$ cat src/rtl/sv32_pkg.sv
// Sv32 page-table walker shared definitions: PTE bit positions, access codes,
// walker states and PTE/PA address helpers.
package sv32_pkg;

   localparam int PTE_V = 0;
   localparam int PTE_R = 1;
   localparam int PTE_W = 2;
   localparam int PTE_X = 3;
   localparam int PTE_U = 4;
   localparam int PTE_G = 5;
   localparam int PTE_A = 6;
   localparam int PTE_D = 7;

   localparam logic [1:0] ACC_FETCH = 2'b00;
   localparam logic [1:0] ACC_LOAD  = 2'b01;
   localparam logic [1:0] ACC_STORE = 2'b10;

   typedef enum logic [2:0] {
      ST_IDLE,
      ST_L1_REQ,
      ST_L1_WAIT,
      ST_L0_REQ,
      ST_L0_WAIT,
      ST_DONE
   } ptw_state_e;

   function automatic logic [33:0] l1_pte_addr(input logic [21:0] root_ppn, input logic [9:0] vpn1);
      return {root_ppn, 12'h000} + {22'd0, vpn1, 2'b00};
   endfunction

   function automatic logic [33:0] l0_pte_addr(input logic [21:0] pte_ppn, input logic [9:0] vpn0);
      return {pte_ppn, 12'h000} + {22'd0, vpn0, 2'b00};
   endfunction

   // True when any bit at or above paddr_w is set in a 34-bit physical address.
   function automatic logic pa_out_of_range(input logic [33:0] pa, input int unsigned paddr_w);
      return (paddr_w >= 34) ? 1'b0 : (|(pa >> paddr_w));
   endfunction

endpackage

$ cat src/rtl/sv32_pte_check.sv
// Combinational Sv32 PTE decode: classifies a fetched PTE as leaf / pointer
// and applies validity, alignment, privilege and A/D rules.
module sv32_pte_check
   import sv32_pkg::*;
(
   input  logic [31:0] i_pte,
   input  logic        i_level,       // 1 = L1 (superpage level), 0 = L0
   input  logic [1:0]  i_acc,
   input  logic        i_priv_u,
   input  logic        i_sum,
   input  logic        i_mxr,
   output logic        o_leaf,
   output logic        o_next_level,
   output logic        o_page_fault
);

   logic w_v, w_r, w_w, w_x, w_u, w_a, w_d;
   logic w_malformed, w_is_leaf, w_misaligned;
   logic w_perm_fault, w_priv_fault, w_ad_fault;
   logic w_unused;

   assign w_v = i_pte[PTE_V];
   assign w_r = i_pte[PTE_R];
   assign w_w = i_pte[PTE_W];
   assign w_x = i_pte[PTE_X];
   assign w_u = i_pte[PTE_U];
   assign w_a = i_pte[PTE_A];
   assign w_d = i_pte[PTE_D];
   assign w_unused = ^{i_pte[31:20], i_pte[9:8], i_pte[PTE_G]};

   assign w_malformed  = ~w_v | (~w_r & w_w);
   assign w_is_leaf    = w_r | w_x;
   assign w_misaligned = i_level & (|i_pte[19:10]);

   always_comb begin
      w_perm_fault = 1'b0;
      case (i_acc)
         ACC_FETCH: w_perm_fault = ~w_x;
         ACC_STORE: w_perm_fault = ~w_w;
         default:   w_perm_fault = ~(w_r | (i_mxr & w_x));
      endcase
   end

   // S-mode never executes from U pages; data access to U pages only with SUM.
   assign w_priv_fault = i_priv_u ? ~w_u : (w_u & ((i_acc == ACC_FETCH) | ~i_sum));
   assign w_ad_fault   = ~w_a | ((i_acc == ACC_STORE) & ~w_d);

   assign o_leaf       = ~w_malformed & w_is_leaf;
   assign o_next_level = ~w_malformed & ~w_is_leaf & i_level;
   assign o_page_fault = w_malformed |
                         (w_is_leaf ? (w_misaligned | w_perm_fault | w_priv_fault | w_ad_fault)
                                    : ~i_level);

endmodule

$ cat src/rtl/mmu_sv32_ptw.sv
// Sv32 two-level hardware page-table walker with bare-mode passthrough.
// One walk in flight; result is a single-cycle pulse with no back-pressure.
module mmu_sv32_ptw
   import sv32_pkg::*;
#(
   parameter int PADDR_W = 32     // 12..32: memory-visible physical address width
) (
   input  logic        i_clk,
   input  logic        i_rst_n,
   input  logic        i_satp_mode,
   input  logic [21:0] i_satp_ppn,
   input  logic        i_priv_u,
   input  logic        i_sum,
   input  logic        i_mxr,
   input  logic        i_flush,
   input  logic        i_req_valid,
   output logic        o_req_ready,
   input  logic [31:0] i_req_vaddr,
   input  logic [1:0]  i_req_acc,
   output logic        o_resp_valid,
   output logic [31:0] o_resp_paddr,
   output logic        o_resp_page_fault,
   output logic        o_resp_access_fault,
   output logic        o_mem_trans_rden,
   output logic [31:0] o_mem_trans_riaddr,
   input  logic [31:0] i_mem_trans_roaddr,
   input  logic        i_mem_trans_rvalid,
   input  logic [31:0] i_mem_trans_rdata,
   input  logic        i_mem_wait
);

   ptw_state_e  r_state, w_nxt_state;

   logic [21:0] r_vaddr;          // VPN[0] and page offset; VPN[1] only matters at accept
   logic [1:0]  r_acc;
   logic        r_priv_u, r_sum, r_mxr;
   logic [31:0] r_addr;
   logic [31:0] r_paddr;
   logic        r_pf, r_af;

   logic        w_accept, w_ld_addr, w_fin, w_fin_pf, w_fin_af;
   logic [31:0] w_nxt_addr, w_fin_pa;
   logic [33:0] w_pa34;
   logic [33:0] w_l1_addr, w_l0_addr;
   logic        w_beat, w_level;
   logic        w_pte_leaf, w_pte_next, w_pte_pf;

   assign o_req_ready = (r_state == ST_IDLE) & ~i_flush;
   assign w_l1_addr   = l1_pte_addr(i_satp_ppn, i_req_vaddr[31:22]);
   assign w_l0_addr   = l0_pte_addr(i_mem_trans_rdata[31:10], r_vaddr[21:12]);
   assign w_level     = (r_state == ST_L1_WAIT);
   // Beats tagged with another address belong to someone else and are dropped.
   assign w_beat      = i_mem_trans_rvalid & (i_mem_trans_roaddr == r_addr);

   sv32_pte_check u_pte_check (
      .i_pte        (i_mem_trans_rdata),
      .i_level      (w_level),
      .i_acc        (r_acc),
      .i_priv_u     (r_priv_u),
      .i_sum        (r_sum),
      .i_mxr        (r_mxr),
      .o_leaf       (w_pte_leaf),
      .o_next_level (w_pte_next),
      .o_page_fault (w_pte_pf)
   );

   always_ff @(posedge i_clk or negedge i_rst_n) begin
      if (!i_rst_n) r_state <= ST_IDLE;
      else          r_state <= w_nxt_state;
   end

   always_comb begin
      w_nxt_state = r_state;
      w_accept    = 1'b0;
      w_ld_addr   = 1'b0;
      w_nxt_addr  = r_addr;
      w_fin       = 1'b0;
      w_fin_pf    = 1'b0;
      w_fin_af    = 1'b0;
      w_fin_pa    = '0;
      w_pa34      = '0;
      case (r_state)
         ST_IDLE: begin
            if (i_req_valid && o_req_ready) begin
               w_accept = 1'b1;
               if (!i_satp_mode) begin
                  w_fin    = 1'b1;
                  w_fin_af = pa_out_of_range({2'b00, i_req_vaddr}, PADDR_W);
                  w_fin_pa = w_fin_af ? '0 : i_req_vaddr;
               end else if (pa_out_of_range(w_l1_addr, PADDR_W)) begin
                  w_fin    = 1'b1;
                  w_fin_af = 1'b1;
               end else begin
                  w_ld_addr   = 1'b1;
                  w_nxt_addr  = w_l1_addr[31:0];
                  w_nxt_state = ST_L1_REQ;
               end
            end
         end
         ST_L1_REQ: if (!i_mem_wait) w_nxt_state = ST_L1_WAIT;
         ST_L0_REQ: if (!i_mem_wait) w_nxt_state = ST_L0_WAIT;
         ST_L1_WAIT, ST_L0_WAIT: begin
            if (w_beat) begin
               if (w_pte_pf) begin
                  w_fin    = 1'b1;
                  w_fin_pf = 1'b1;
               end else if (w_pte_next) begin
                  if (pa_out_of_range(w_l0_addr, PADDR_W)) begin
                     w_fin    = 1'b1;
                     w_fin_af = 1'b1;
                  end else begin
                     w_ld_addr   = 1'b1;
                     w_nxt_addr  = w_l0_addr[31:0];
                     w_nxt_state = ST_L0_REQ;
                  end
               end else if (w_pte_leaf) begin
                  w_pa34   = w_level ? {i_mem_trans_rdata[31:20], r_vaddr}
                                     : {i_mem_trans_rdata[31:10], r_vaddr[11:0]};
                  w_fin    = 1'b1;
                  w_fin_af = pa_out_of_range(w_pa34, PADDR_W);
                  w_fin_pa = w_fin_af ? '0 : w_pa34[31:0];
               end else begin
                  w_fin    = 1'b1;
                  w_fin_pf = 1'b1;
               end
            end
         end
         ST_DONE: w_nxt_state = ST_IDLE;
         default: w_nxt_state = ST_IDLE;
      endcase
      if (w_fin) w_nxt_state = ST_DONE;
      // Flush wins over everything, including a result that is about to land.
      if (i_flush) begin
         w_nxt_state = ST_IDLE;
         w_fin       = 1'b0;
         w_ld_addr   = 1'b0;
      end
   end

   always_ff @(posedge i_clk or negedge i_rst_n) begin
      if (!i_rst_n) begin
         r_vaddr  <= '0;
         r_acc    <= '0;
         r_priv_u <= 1'b0;
         r_sum    <= 1'b0;
         r_mxr    <= 1'b0;
         r_addr   <= '0;
         r_paddr  <= '0;
         r_pf     <= 1'b0;
         r_af     <= 1'b0;
      end else begin
         if (w_accept) begin
            r_vaddr  <= i_req_vaddr[21:0];
            r_acc    <= i_req_acc;
            r_priv_u <= i_priv_u;
            r_sum    <= i_sum;
            r_mxr    <= i_mxr;
         end
         if (w_ld_addr) r_addr <= w_nxt_addr;
         if (w_fin) begin
            r_paddr <= w_fin_pa;
            r_pf    <= w_fin_pf;
            r_af    <= w_fin_pf ? 1'b0 : w_fin_af;
         end
      end
   end

   assign o_resp_valid        = (r_state == ST_DONE) & ~i_flush;
   assign o_resp_paddr        = o_resp_valid ? r_paddr : '0;
   assign o_resp_page_fault   = o_resp_valid & r_pf;
   assign o_resp_access_fault = o_resp_valid & r_af;
   assign o_mem_trans_rden    = ((r_state == ST_L1_REQ) | (r_state == ST_L0_REQ)) & ~i_flush;
   assign o_mem_trans_riaddr  = r_addr;

endmodule
$ cat config.mk
export PLATFORM = sky130hd
export DESIGN_NAME = mmu_sv32_ptw
export DESIGN_NICKNAME = d
export VERILOG_FILES = /design/src/rtl/sv32_pkg.sv /design/src/rtl/sv32_pte_check.sv /design/src/rtl/mmu_sv32_ptw.sv
export SDC_FILE = /design/constraint.sdc
export NUM_CORES = 1
export LEC_CHECK = 0
export CAP_MARGIN = 20
export CORE_ASPECT_RATIO = 1.1
export CORE_UTILIZATION = 40
export CTS_CLUSTER_DIAMETER = 150
export DETAILED_ROUTE_END_ITERATION = 8
export GPL_TIMING_DRIVEN = 0
export PLACE_DENSITY = 0.77
export SLEW_MARGIN = 10
export SYNTH_ARGS = -nofsm -noshare
export SYNTH_HDL_FRONTEND = slang
export SYNTH_HIERARCHICAL = 1
export SYNTH_SLANG_ARGS = --single-unit
$ cat constraint.sdc
create_clock -name i_clk -period 4.4 [get_ports i_clk]
set_input_delay 0.88 -clock i_clk [delete_from_list [all_inputs] [get_ports i_clk]]
set_output_delay 0.88 -clock i_clk [all_outputs]
set_load 0.005 [all_outputs]
==> results.toml <==
[worst_hold_path]
hold_start = "r_paddr[2]"
hold-path-endpoint = "r_paddr[2]"
hold_depth = 1
hp-class = "flop to flop"

[global_routing]
grt_start_max_net_pins = 55
antenna_found_initial = 0
grt_usage = 0.250
grt_pass1_vias = 4731
gr-total-overflow = 0
grt_pass1_wl_mm = 26.0

[pwr]
p_leak_nw = 3.21
powerDensity_mw_per_mm2 = 449
ir_drop_uv = 223
p_total_mw = 3.49

[clock_tree]
clock-sinks = 94
cts_tree = "yes"
path_clk_slew_ps = 60
numCtsBuffers = 9
clockRootBuffer = "clkbuf_16"
cts_buffer_depth = 2
clk_latency_ps = 350
htreeDepth = 3

[place]
place_area_mm2 = 0.00748
gp_congestion = 0.843
port_buffers = 193
placed_cells = 791
dpl.hpwl_mm = 12.9

[yosys]
ys_ff_latch = 94
ys_warn_count = 6
synth_top_area_frac = 0.443
ys_top_cells_by_area = "dfrtp_1, mux2_2, mux2_4"
synth-edff-count = 0
async_reset_ff_frac = 1.00
ys_seq_area_frac = 0.443
yosys.area.top_type = "dfrtp_1"
synth_cells = 439
syn_area_mm2 = 0.00531
synthFlopType = "dfrtp_1"
yosysMostFrequentCell = "dfrtp_1"
synth_common_cells = "dfrtp_1, mux2_2, and2_1"
synth.avg_cell_area_um2 = 12.1
synth_cell_type_count = 49

[sta]
timing.fmax_mhz = 247
rsz0062_at_grt = "false"
period_needed_ps = 4050
finalCritPeriodShare = 0.919
skew_ps = 8.77
setup_violations = 0
hold_viol_final = 0
drv_slew = 0
max_slew_margin = 0.517
tightestPinTransition_ps = 725

[floorplan]
core_mm2 = 0.0128
floorplan.initialDensity = 0.415
die_width_um = 112
io_pins = 199
dieArea_mm2 = 0.0137
dieHeight_um = 123
rows = 43

[route]
drt_iter0_markers = 207
routed_wl_mm = 16.7
vias = 4548
first_pass_iters = 7
wire_per_inst_um = 20.7
vias_per_cell = 5.64
ant_nets = 0
drc_errors = 10

[outcome]
failed_checks = "DRC"
status = "finished, violations left"

[layout]
stdcell_count = 806
drive_above_1_share = 0.206
postLayoutCellArea_mm2 = 0.00778
antennaDiodeCount = 0
area_growth_pct = 46.4
finalNetCount = 775

[setup_path]
path_class = "flop to flop"
rr_startpoint = "r_state[0]"
r2r_slack_ps = 350
critPathRequiredTime_ps = 4620
end_kind = "flop"
cp-start-kind = "flop"
r2r.worst_path.cells = 14
worstPathMaxFanout = 11
r2r-end = "r_paddr[21]"
cp.arrival_ps = 4270

[flow_run]
drv_cap = 0
## cell families (layout without fill, tap and decap cells)
group / after synthesis / count (layout) / share of synthesized area
other: 1 / 2 / 0.000706
multiplexers: 72 / 72 / 0.172
flip-flops: 94 / 94 / 0.443
AND/OR/NAND/NOR: 119 / 119 / 0.143
AO/OA/AOI/OAI: 84 / 84 / 0.148
buffers and inverters: 37 / 246 / 0.0403
XOR/XNOR: 32 / 32 / 0.0528
## per-stage QoR
step / TNS, ps / hold WS [ps] / util / worst slack, ps
after CTS: 0 / 494 / 0.606 / 148
after floorplan: 0 / 449 / - / 1180
after detailed placement: 0 / 481 / 0.584 / 160
after global placement: -96640 / 465 / 0.581 / -1000
final: 0 / 486 / 0.607 / 354
after global routing: 0 / 507 / 0.607 / 5.15
## final cells by class
| cell class | count | area, um^2 |
|---|---|---|
| Fill cell | 1011 | 5030 |
| Multi-Input combinational cell | 309 | 2770 |
| Sequential cell | 94 | 2350 |
| Timing Repair Buffer | 194 | 1960 |
| Clock buffer | 12 | 267 |
| Buffer | 34 | 203 |
| Tap cell | 157 | 196 |
| Clock inverter | 3 | 18.8 |
| Inverter | 3 | 11.3 |
## critical path, stage by stage, from the launching register on
cell,delay (ps)
dfrtp_1,390
clkbuf_1,210
nor3b_1,510
clkbuf_1,610
nand2_1,140
nor4_2,460
a31oi_1,200
nor2b_1,220
nand2_1,140
nand2_1,140
nor4_4,50
or2_1,230
buf_6,150
buf_12,160
mux2_4,300
## worst max path at each step
stage	start	end	slack, ps	cells past startpoint
floorplan	r_state[0]	r_paddr[10]	1180	14
global placement	i_rst_n	o_mem_trans_riaddr[18]	-1000	1
detailed placement	i_flush	o_resp_paddr[20]	160	5
CTS	i_flush	o_resp_paddr[20]	150	5
global route	r_state[0]	o_mem_trans_riaddr[21]	5	12
finish	r_state[0]	r_paddr[21]	350	14
## where the power goes
group	switching, mW	total, mW	internal [mW]	leakage, nW
clock network	0.327	0.753	0.426	0.144
logic	0.490	1.31	0.819	1.84
registers	0.267	1.43	1.16	1.23
total	1.08	3.49	2.41	3.21
## state kept, by name (all words and copies together) (netlist names)
name	cells
o_mem_trans_riaddr	30
r_state	3
r_vaddr	22
r_mxr	1
r_acc	2
r_priv_u	1
r_pf	1
r_sum	1
r_af	1
r_paddr	32
## repair_timing
| action | 4_1_cts | 5_1_grt |
|---|---|---|
| setup buffers | 0 | 0 |
| hold buffers | 0 | 0 |
| gates resized for setup | 0 | 2 |
| setup endpoints to repair | 0 | 65 |
## layer usage
layer | routed length, um | GRT usage | vias to the layer above
met3 | 977 | 0.0449 | 38
met2 | 8010 | 0.404 | 173
met5 | 0 | 0 | -
met4 | 594 | 0.108 | 0
met1 | 7120 | 0.330 | 2282
li1 | - | - | 2055
## placed cells by master (no fill, tap or decap), types with 3 or more instances in the layout
cell / synthesis / final
o221a_2: 31 / 31
buf_12: 3 / 3
nor3b_1: 4 / 4
nand2b_1: 3 / 3
clkbuf_8: 0 / 3
buf_2: 3 / 3
nor4_1: 8 / 7
inv_1: 3 / 3
clkbuf_16: 0 / 9
xnor2_1: 7 / 7
clkdlybuf4s50_1: 0 / 192
mux2_2: 40 / 40
xor2_1: 25 / 25
clkbuf_1: 24 / 24
or3_1: 31 / 31
and2_1: 34 / 34
buf_4: 2 / 3
o21ai_0: 6 / 6
dfrtp_1: 94 / 94
nor2b_1: 4 / 4
a22o_1: 32 / 32
nor2_1: 8 / 8
mux2_4: 28 / 28
nand2_1: 9 / 9
(Power assumes the default switching activity.)
